==> config.mk <==
export PLATFORM = sky130hd
export DESIGN_NAME = flow_ctrl_fsm
export DESIGN_NICKNAME = d
export VERILOG_FILES = /design/src/rtl/flow_ctrl_fsm_pkg.sv /design/src/rtl/flow_ctrl_cfg_check.sv /design/src/rtl/flow_ctrl_fsm.sv
export SDC_FILE = /design/constraint.sdc
export NUM_CORES = 1
export LEC_CHECK = 0
export ABC_AREA = 1
export CAP_MARGIN = 10
export CORE_MARGIN = 2
export CORE_UTILIZATION = 44
export CTS_CLUSTER_SIZE = 25
export DETAILED_ROUTE_END_ITERATION = 16
export PLACE_DENSITY = 0.81
export SYNTH_ARGS = -nofsm -noshare
export SYNTH_HDL_FRONTEND = slang
export SYNTH_HIERARCHICAL = 1
export SYNTH_SLANG_ARGS = --single-unit
==> constraint.sdc <==
create_clock -name clk -period 3.2 [get_ports clk]
set_clock_uncertainty 0.1 [all_clocks]
set_input_delay 0.64 -clock clk [delete_from_list [all_inputs] [get_ports clk]]
set_output_delay 0.64 -clock clk [all_outputs]
set_load 0.05 [all_outputs]
==> src/rtl/flow_ctrl_fsm_pkg.sv <==
// Shared definitions for the flow-control FSM and the FIFO occupancy
// controller it programs: state encodings and default geometry.
package flow_ctrl_fsm_pkg;

  // Default FIFO geometry, shared with the FIFO occupancy/flag controller.
  localparam int DEPTH_DEF    = 8;
  localparam int UMBRAL_W_DEF = 3;
  localparam int CNT_W_DEF    = 16;
  localparam int STATE_W      = 3;

  // State encodings are visible on the state output, so they are fixed.
  // Encodings 5..7 are illegal and recover into ST_ERROR.
  typedef enum logic [STATE_W-1:0] {
    ST_RESET  = 3'd0,
    ST_INIT   = 3'd1,
    ST_IDLE   = 3'd2,
    ST_ACTIVE = 3'd3,
    ST_ERROR  = 3'd4
  } state_t;

  // States in which the FIFO may be pushed.
  function automatic logic is_run_state(state_t s);
    return (s == ST_IDLE) || (s == ST_ACTIVE);
  endfunction

endpackage

==> src/rtl/flow_ctrl_cfg_check.sv <==
// Combinational validity check for a pair of FIFO thresholds.
// A configuration is legal when the almost-empty threshold is strictly
// below the almost-full threshold and the almost-full threshold is
// strictly below the FIFO depth. Any stage that programs thresholds can
// reuse this block so every stage agrees on what "legal" means.
module flow_ctrl_cfg_check
  import flow_ctrl_fsm_pkg::*;
#(
  parameter int DEPTH    = DEPTH_DEF,
  parameter int UMBRAL_W = UMBRAL_W_DEF
) (
  input  logic [UMBRAL_W-1:0] umbral_full,
  input  logic [UMBRAL_W-1:0] umbral_empty,
  output logic                cfg_ok
);

  // Widened copy of the full threshold so it can be compared with DEPTH
  // even when DEPTH itself does not fit in UMBRAL_W bits.
  logic [31:0] full_ext;
  logic [31:0] depth_ext;

  assign full_ext  = 32'(umbral_full);
  assign depth_ext = 32'($unsigned(DEPTH));

  // Both orderings must hold strictly; equal thresholds are rejected.
  always_comb begin
    cfg_ok = 1'b0;
    if ((umbral_empty < umbral_full) && (full_ext < depth_ext)) begin
      cfg_ok = 1'b1;
    end
  end

endmodule

==> src/rtl/flow_ctrl_fsm.sv <==
// Flow-control state machine wrapped around the FIFO occupancy/flag
// controller. It programs the almost-full/almost-empty thresholds, gates
// upstream pushes into the FIFO, pops words toward the downstream stage,
// counts words drained and parks in a sticky ERROR state on overflow or
// on an illegal threshold configuration.
//
// Handshake semantics:
//   wr_req  is an upstream request; a word is accepted only in a cycle
//           where fifo_wr=1 (wr_req & !fifo_full in IDLE/ACTIVE). A
//           request with fifo_full=1 in IDLE/ACTIVE is an overflow.
//   fifo_rd pops one word in every cycle it is high at a rising edge;
//           it is never raised on an empty FIFO or while down_pause=1,
//           and the popped data is valid from the FIFO one cycle later.
//   up_pause is advisory backpressure to upstream; it does not gate
//           fifo_wr by itself.
// While reset=0 the pulse outputs (fifo_wr, fifo_rd) and the status
// flags (idle_out, error_out) are forced low, so any in-flight request
// is dropped on a reset edge.
module flow_ctrl_fsm
  import flow_ctrl_fsm_pkg::*;
#(
  parameter int DEPTH    = DEPTH_DEF,
  parameter int UMBRAL_W = UMBRAL_W_DEF,
  parameter int CNT_W    = CNT_W_DEF
) (
  input  logic                clk,
  input  logic                reset,
  input  logic                init,
  input  logic [UMBRAL_W-1:0] umbral_full_in,
  input  logic [UMBRAL_W-1:0] umbral_empty_in,
  input  logic                fifo_full,
  input  logic                fifo_empty,
  input  logic                fifo_almost_full,
  input  logic                wr_req,
  input  logic                down_pause,
  output logic [UMBRAL_W-1:0] full_umbral,
  output logic [UMBRAL_W-1:0] empty_umbral,
  output logic                fifo_wr,
  output logic                fifo_rd,
  output logic [2:0]          state,
  output logic                idle_out,
  output logic                error_out,
  output logic [CNT_W-1:0]    rd_count,
  output logic                up_pause
);

  state_t                state_q;
  logic                  idle_q;
  logic                  error_q;
  logic [UMBRAL_W-1:0]   full_umbral_q;
  logic [UMBRAL_W-1:0]   empty_umbral_q;
  logic [CNT_W-1:0]      rd_count_q;
  logic                  cfg_ok;
  logic                  overflow;
  logic                  fifo_wr_w;
  logic                  fifo_rd_w;

  // Validity of the thresholds currently presented for programming.
  flow_ctrl_cfg_check #(
    .DEPTH    (DEPTH),
    .UMBRAL_W (UMBRAL_W)
  ) u_cfg_check (
    .umbral_full  (umbral_full_in),
    .umbral_empty (umbral_empty_in),
    .cfg_ok       (cfg_ok)
  );

  // A push request against a full FIFO loses data.
  assign overflow = wr_req & fifo_full;

  // Push/pop strobes are decoded from the current state with zero latency
  // toward the FIFO; reset low masks them immediately.
  always_comb begin
    fifo_wr_w = 1'b0;
    fifo_rd_w = 1'b0;
    if (reset) begin
      fifo_wr_w = wr_req & ~fifo_full & is_run_state(state_q);
      fifo_rd_w = (state_q == ST_ACTIVE) & ~fifo_empty & ~down_pause;
    end
  end

  // Main FSM: state plus the registered IDLE/ERROR status flags.
  always_ff @(posedge clk) begin
    if (!reset) begin
      state_q <= ST_RESET;
      idle_q  <= 1'b0;
      error_q <= 1'b0;
    end else begin
      case (state_q)
        ST_RESET: begin
          state_q <= ST_INIT;
          idle_q  <= 1'b0;
          error_q <= 1'b0;
        end
        ST_INIT: begin
          if (init) begin
            state_q <= ST_INIT;
            idle_q  <= 1'b0;
            error_q <= 1'b0;
          end else if (cfg_ok) begin
            state_q <= ST_IDLE;
            idle_q  <= 1'b1;
            error_q <= 1'b0;
          end else begin
            state_q <= ST_ERROR;
            idle_q  <= 1'b0;
            error_q <= 1'b1;
          end
        end
        ST_IDLE: begin
          if (overflow) begin
            state_q <= ST_ERROR;
            idle_q  <= 1'b0;
            error_q <= 1'b1;
          end else if (init) begin
            state_q <= ST_INIT;
            idle_q  <= 1'b0;
            error_q <= 1'b0;
          end else if (~fifo_empty | wr_req) begin
            state_q <= ST_ACTIVE;
            idle_q  <= 1'b0;
            error_q <= 1'b0;
          end else begin
            state_q <= ST_IDLE;
            idle_q  <= 1'b1;
            error_q <= 1'b0;
          end
        end
        ST_ACTIVE: begin
          if (overflow) begin
            state_q <= ST_ERROR;
            idle_q  <= 1'b0;
            error_q <= 1'b1;
          end else if (init) begin
            state_q <= ST_INIT;
            idle_q  <= 1'b0;
            error_q <= 1'b0;
          end else if (fifo_empty & ~wr_req) begin
            state_q <= ST_IDLE;
            idle_q  <= 1'b1;
            error_q <= 1'b0;
          end else begin
            state_q <= ST_ACTIVE;
            idle_q  <= 1'b0;
            error_q <= 1'b0;
          end
        end
        ST_ERROR: begin
          // Sticky: only reset leaves ERROR.
          state_q <= ST_ERROR;
          idle_q  <= 1'b0;
          error_q <= 1'b1;
        end
        default: begin
          // Illegal encodings are treated as a fault.
          state_q <= ST_ERROR;
          idle_q  <= 1'b0;
          error_q <= 1'b1;
        end
      endcase
    end
  end

  // Thresholds track the *_in values only while in INIT and hold otherwise.
  always_ff @(posedge clk) begin
    if (!reset) begin
      full_umbral_q  <= '0;
      empty_umbral_q <= '0;
    end else if (state_q == ST_INIT) begin
      full_umbral_q  <= umbral_full_in;
      empty_umbral_q <= umbral_empty_in;
    end
  end

  // Drained-word counter: cleared in INIT, counts every pop, wraps freely.
  always_ff @(posedge clk) begin
    if (!reset) begin
      rd_count_q <= '0;
    end else if (state_q == ST_INIT) begin
      rd_count_q <= '0;
    end else if (fifo_rd_w) begin
      rd_count_q <= rd_count_q + 1'b1;
    end
  end

  assign full_umbral  = full_umbral_q;
  assign empty_umbral = empty_umbral_q;
  assign fifo_wr      = fifo_wr_w;
  assign fifo_rd      = fifo_rd_w;
  assign state        = state_q;
  assign idle_out     = reset & idle_q;
  assign error_out    = reset & error_q;
  assign rd_count     = rd_count_q;
  assign up_pause     = fifo_almost_full | fifo_full;

endmodule

==> impl_metrics.env <==
export IMPL_coreArea_sq_um=3028
export IMPL_met3_usage_pct=3.896
export IMPL_cts_tree="done"
export IMPL_diodes=0
export IMPL_min_path_type="reg2reg"
export IMPL_grt_antenna_before_repair=0
export IMPL_synth_seq_cells=27
export IMPL_avgSynthCellArea_sq_um=6.721
export IMPL_synth_top_area_cell="dfxtp_1"
export IMPL_wirelength_um=3113
export IMPL_post_cts_buffers=0
export IMPL_ant_nets=0
export IMPL_intPower_mw=0.4500
export IMPL_fmax_mhz=355.9
export IMPL_die_area_sq_um=3628
export IMPL_area_delta_synth_final_pct=37.59
export IMPL_cts_made_buffers=3
export IMPL_synthXorXnorAreaFrac_pct=0
export IMPL_async_flop_share_pct=0
export IMPL_drive_above_1_share_pct=8.661
export IMPL_cpPeakStageDelay_ns=0.70
export IMPL_synth_compound_area_share_pct=11.60
export IMPL_grt_busiest_layer="met2"
export IMPL_grt_setup_unrepaired="no"
export IMPL_crit_type="in2out"
export IMPL_holdPathEnd="full_umbral[1]"
export IMPL_crit_top_cell="clkdlybuf4s50_1"
export IMPL_nNetsFinal=272
export IMPL_fin_crit_ns=2.810
export IMPL_io_buffers=43
export IMPL_reg2reg_to="rd_count[10]"
export IMPL_cp_slowest_cell="clkdlybuf4s50_1"
export IMPL_synth_top_family_by_area="simple AND/OR/NAND/NOR gates"
export IMPL_synth_nets=224
export IMPL_power_total_mw=0.6448
export IMPL_p_per_area_nw_per_um2=336.8
export IMPL_p_sw_share_pct=30.21
export IMPL_root_buffer="clkbuf_4"
export IMPL_drc=0
export IMPL_r2r_cells=7
export IMPL_grt_pass1_vias=1268
export IMPL_setup_slack_ns=0.3900
export IMPL_fin_setup_tns_ns=0
export IMPL_yosysSeqAreaShare_pct=38.85
export IMPL_hold_viol_final=0
export IMPL_nFillCells=291
export IMPL_drv_slew=0
export IMPL_yosysWarnings=6
export IMPL_grt_usage_pct=18.15
export IMPL_whs_path_depth=2
export IMPL_critPathRequiredTime_ns=2.46
export IMPL_tightest_slew_ns=0.5151
export IMPL_rows=20
export IMPL_avgRoutedWirePerCell_um=10.45
export IMPL_cts_sinks=27
export IMPL_p_seq_share_pct=55.2
export IMPL_die_h_um=60.23
export IMPL_final_util_pct=63.22
export IMPL_dp_slack_ns=0.3877
export IMPL_synthSimpleGateAreaFrac_pct=37.14
export IMPL_timing_rr_start="rd_count[0]"
export IMPL_die_w_um=60.23
export IMPL_synth_top_area_share_pct=38.85
export IMPL_netlist_top_cells_area="dfxtp_1, nand2_1, inv_1, nor2_1, a21oi_1"
export IMPL_via_per_inst=4.795
export IMPL_cp_depth=3
export IMPL_placed_cells=294
export IMPL_crit_family="buffers and inverters"
export IMPL_synth_cell_types=26
export IMPL_post_cts_resized=0
export IMPL_synthMuxAreaShare_pct=0
export IMPL_path_cells="clkdlybuf4s50_1 > or2_2 > clkdlybuf4s50_1"
export IMPL_r2r_slack_ns=1.62
export IMPL_cts_hold_fix_buffers=0
export IMPL_combPwrFrac_pct=22.7
export IMPL_grt_use_met1_pct=22.38
export IMPL_num_vias=1429
export IMPL_arrival_ns=2.07
export IMPL_drv_cap=0
export IMPL_ios=44
export IMPL_clk_pin_slew_ns=0.14
export IMPL_leakage_nw=0.7635
export IMPL_grt_max_degree=17
export IMPL_synthFlopType="dfxtp_1"
export IMPL_switchingPower_mw=0.1948
export IMPL_worstHoldStart="full_umbral[1]"
export IMPL_start_util_pct=45.95
export IMPL_setup_violations=0
export IMPL_dp_hpwl_um=2413
export IMPL_yosysMostFrequentCell="nand2_1"
export IMPL_critPathBufInv=2
export IMPL_path_max_fanout=3
export IMPL_synth_edf_count=0
export IMPL_h_tree_depth=1
export IMPL_grt_ovfl_total=0
export IMPL_syn_instance_count=207
export IMPL_grt_pass1_wl_um=5092
export IMPL_fin_crit_sh_pct=87.81
export IMPL_insertion_delay_ns=0.31
export IMPL_stdcell_count=298
export IMPL_clockPowerShare_pct=22.1
export IMPL_drt_initial_drc_count=62
export IMPL_synth_fa_ha_area_share_pct=2.698
export IMPL_drtPass1Iterations=4
export IMPL_gr_usage_met2_pct=31.06
export IMPL_clockBufferDepth=2
export IMPL_ir_worst_vdd_uv=234.9
export IMPL_netlist_top_cells_count="nand2_1, inv_1, dfxtp_1"
export IMPL_syn_area_sq_um=1391
export IMPL_gp_congestion=0.8254
export IMPL_critPathLaunchType="input port"
export IMPL_crit_path_end_kind="output port"
export IMPL_maxSlewHeadroom_pct=65.55
export IMPL_status="completed"
-- flip-flops by register name, indices dropped and copies added (netlist names) --
signal / cells
empty_umbral: 3
error_q: 1
full_umbral: 3
idle_q: 1
rd_count: 16
state: 3
-- cell usage in the layout (no fill, tap or decap), types with 3 or more instances in the layout --
cell type,netlist,routed
o21ai_0,5,5
nand4_1,5,5
nor2_1,26,26
clkdlybuf4s50_1,0,39
inv_2,3,3
nand3_1,12,12
buf_4,1,4
clkbuf_4,0,3
ha_1,3,3
inv_1,28,28
a21oi_1,18,18
nor3_1,4,4
nand2_1,56,56
dfxtp_1,27,27
-- cells by family after synthesis --
family	count (synthesis)
AO/OA/AOI/OAI	29
flip-flops	27
AND/OR/NAND/NOR	115
buffers and inverters	33
adder cells (fa/ha/maj)	3
-- metrics by stage --
| step | hold WS, ns | cell area, sq um |
|---|---|---|
| detailed placement | 0.3599 | 1888 |
| finish | 0.3758 | 1914 |
| floorplan | 0.5908 | 1391 |
| global placement | 0.3561 | 1888 |
| global route | 0.3992 | 1914 |
| CTS | 0.3798 | 1914 |
-- how the worst max path moves through the flow --
stage | from | to | slack [ns]
final | fifo_full | up_pause | 0.39
after global routing | fifo_full | up_pause | 0.35
after CTS | fifo_full | up_pause | 0.39
after detailed placement | fifo_full | up_pause | 0.39
after global placement | fifo_full | up_pause | 0.42
after floorplan | state[1] | fifo_wr | 0.35
-- cell type report --
| type | instances | area (sq um) | share of cell area, % |
|---|---|---|---|
| sequential | 27 | 540.5 | 28.24 |
| tap | 44 | 55.05 | 2.876 |
| inverter | 31 | 116.4 | 6.078 |
| clock buffer | 4 | 26.28 | 1.373 |
| timing repair buffer | 45 | 460.4 | 24.05 |
| multi-input combinational | 147 | 715.7 | 37.39 |
-- worst min-delay path: cells and delay by family (launching register included) --
family | cells | cell delay [ns]
simple gates | 1 | 0.06
compound gates | 1 | 0.05
flops | 1 | 0.34
-- power groups by stage --
| stage | Clock, mW | Sequential [mW] | Combinational, mW |
|---|---|---|---|
| 6_report | 0.142 | 0.356 | 0.146 |
| 5_1_grt | 0.165 | 0.358 | 0.158 |
| 4_1_cts | 0.149 | 0.356 | 0.147 |
| 3_5_place_dp | 0 | 0.363 | 0.146 |
| 3_3_place_gp | 0 | 0.363 | 0.144 |
| 2_1_floorplan | 0 | 0.397 | 0.0590 |
-- layer usage --
layer / part of all wire [%] / wire length, um
met2: 47 / 1472
met1: 47 / 1455
met3: 5.3 / 164
met5: 0 / 0
met4: 0.67 / 21
No activity file was read; power rests on OpenSTA's default activity.
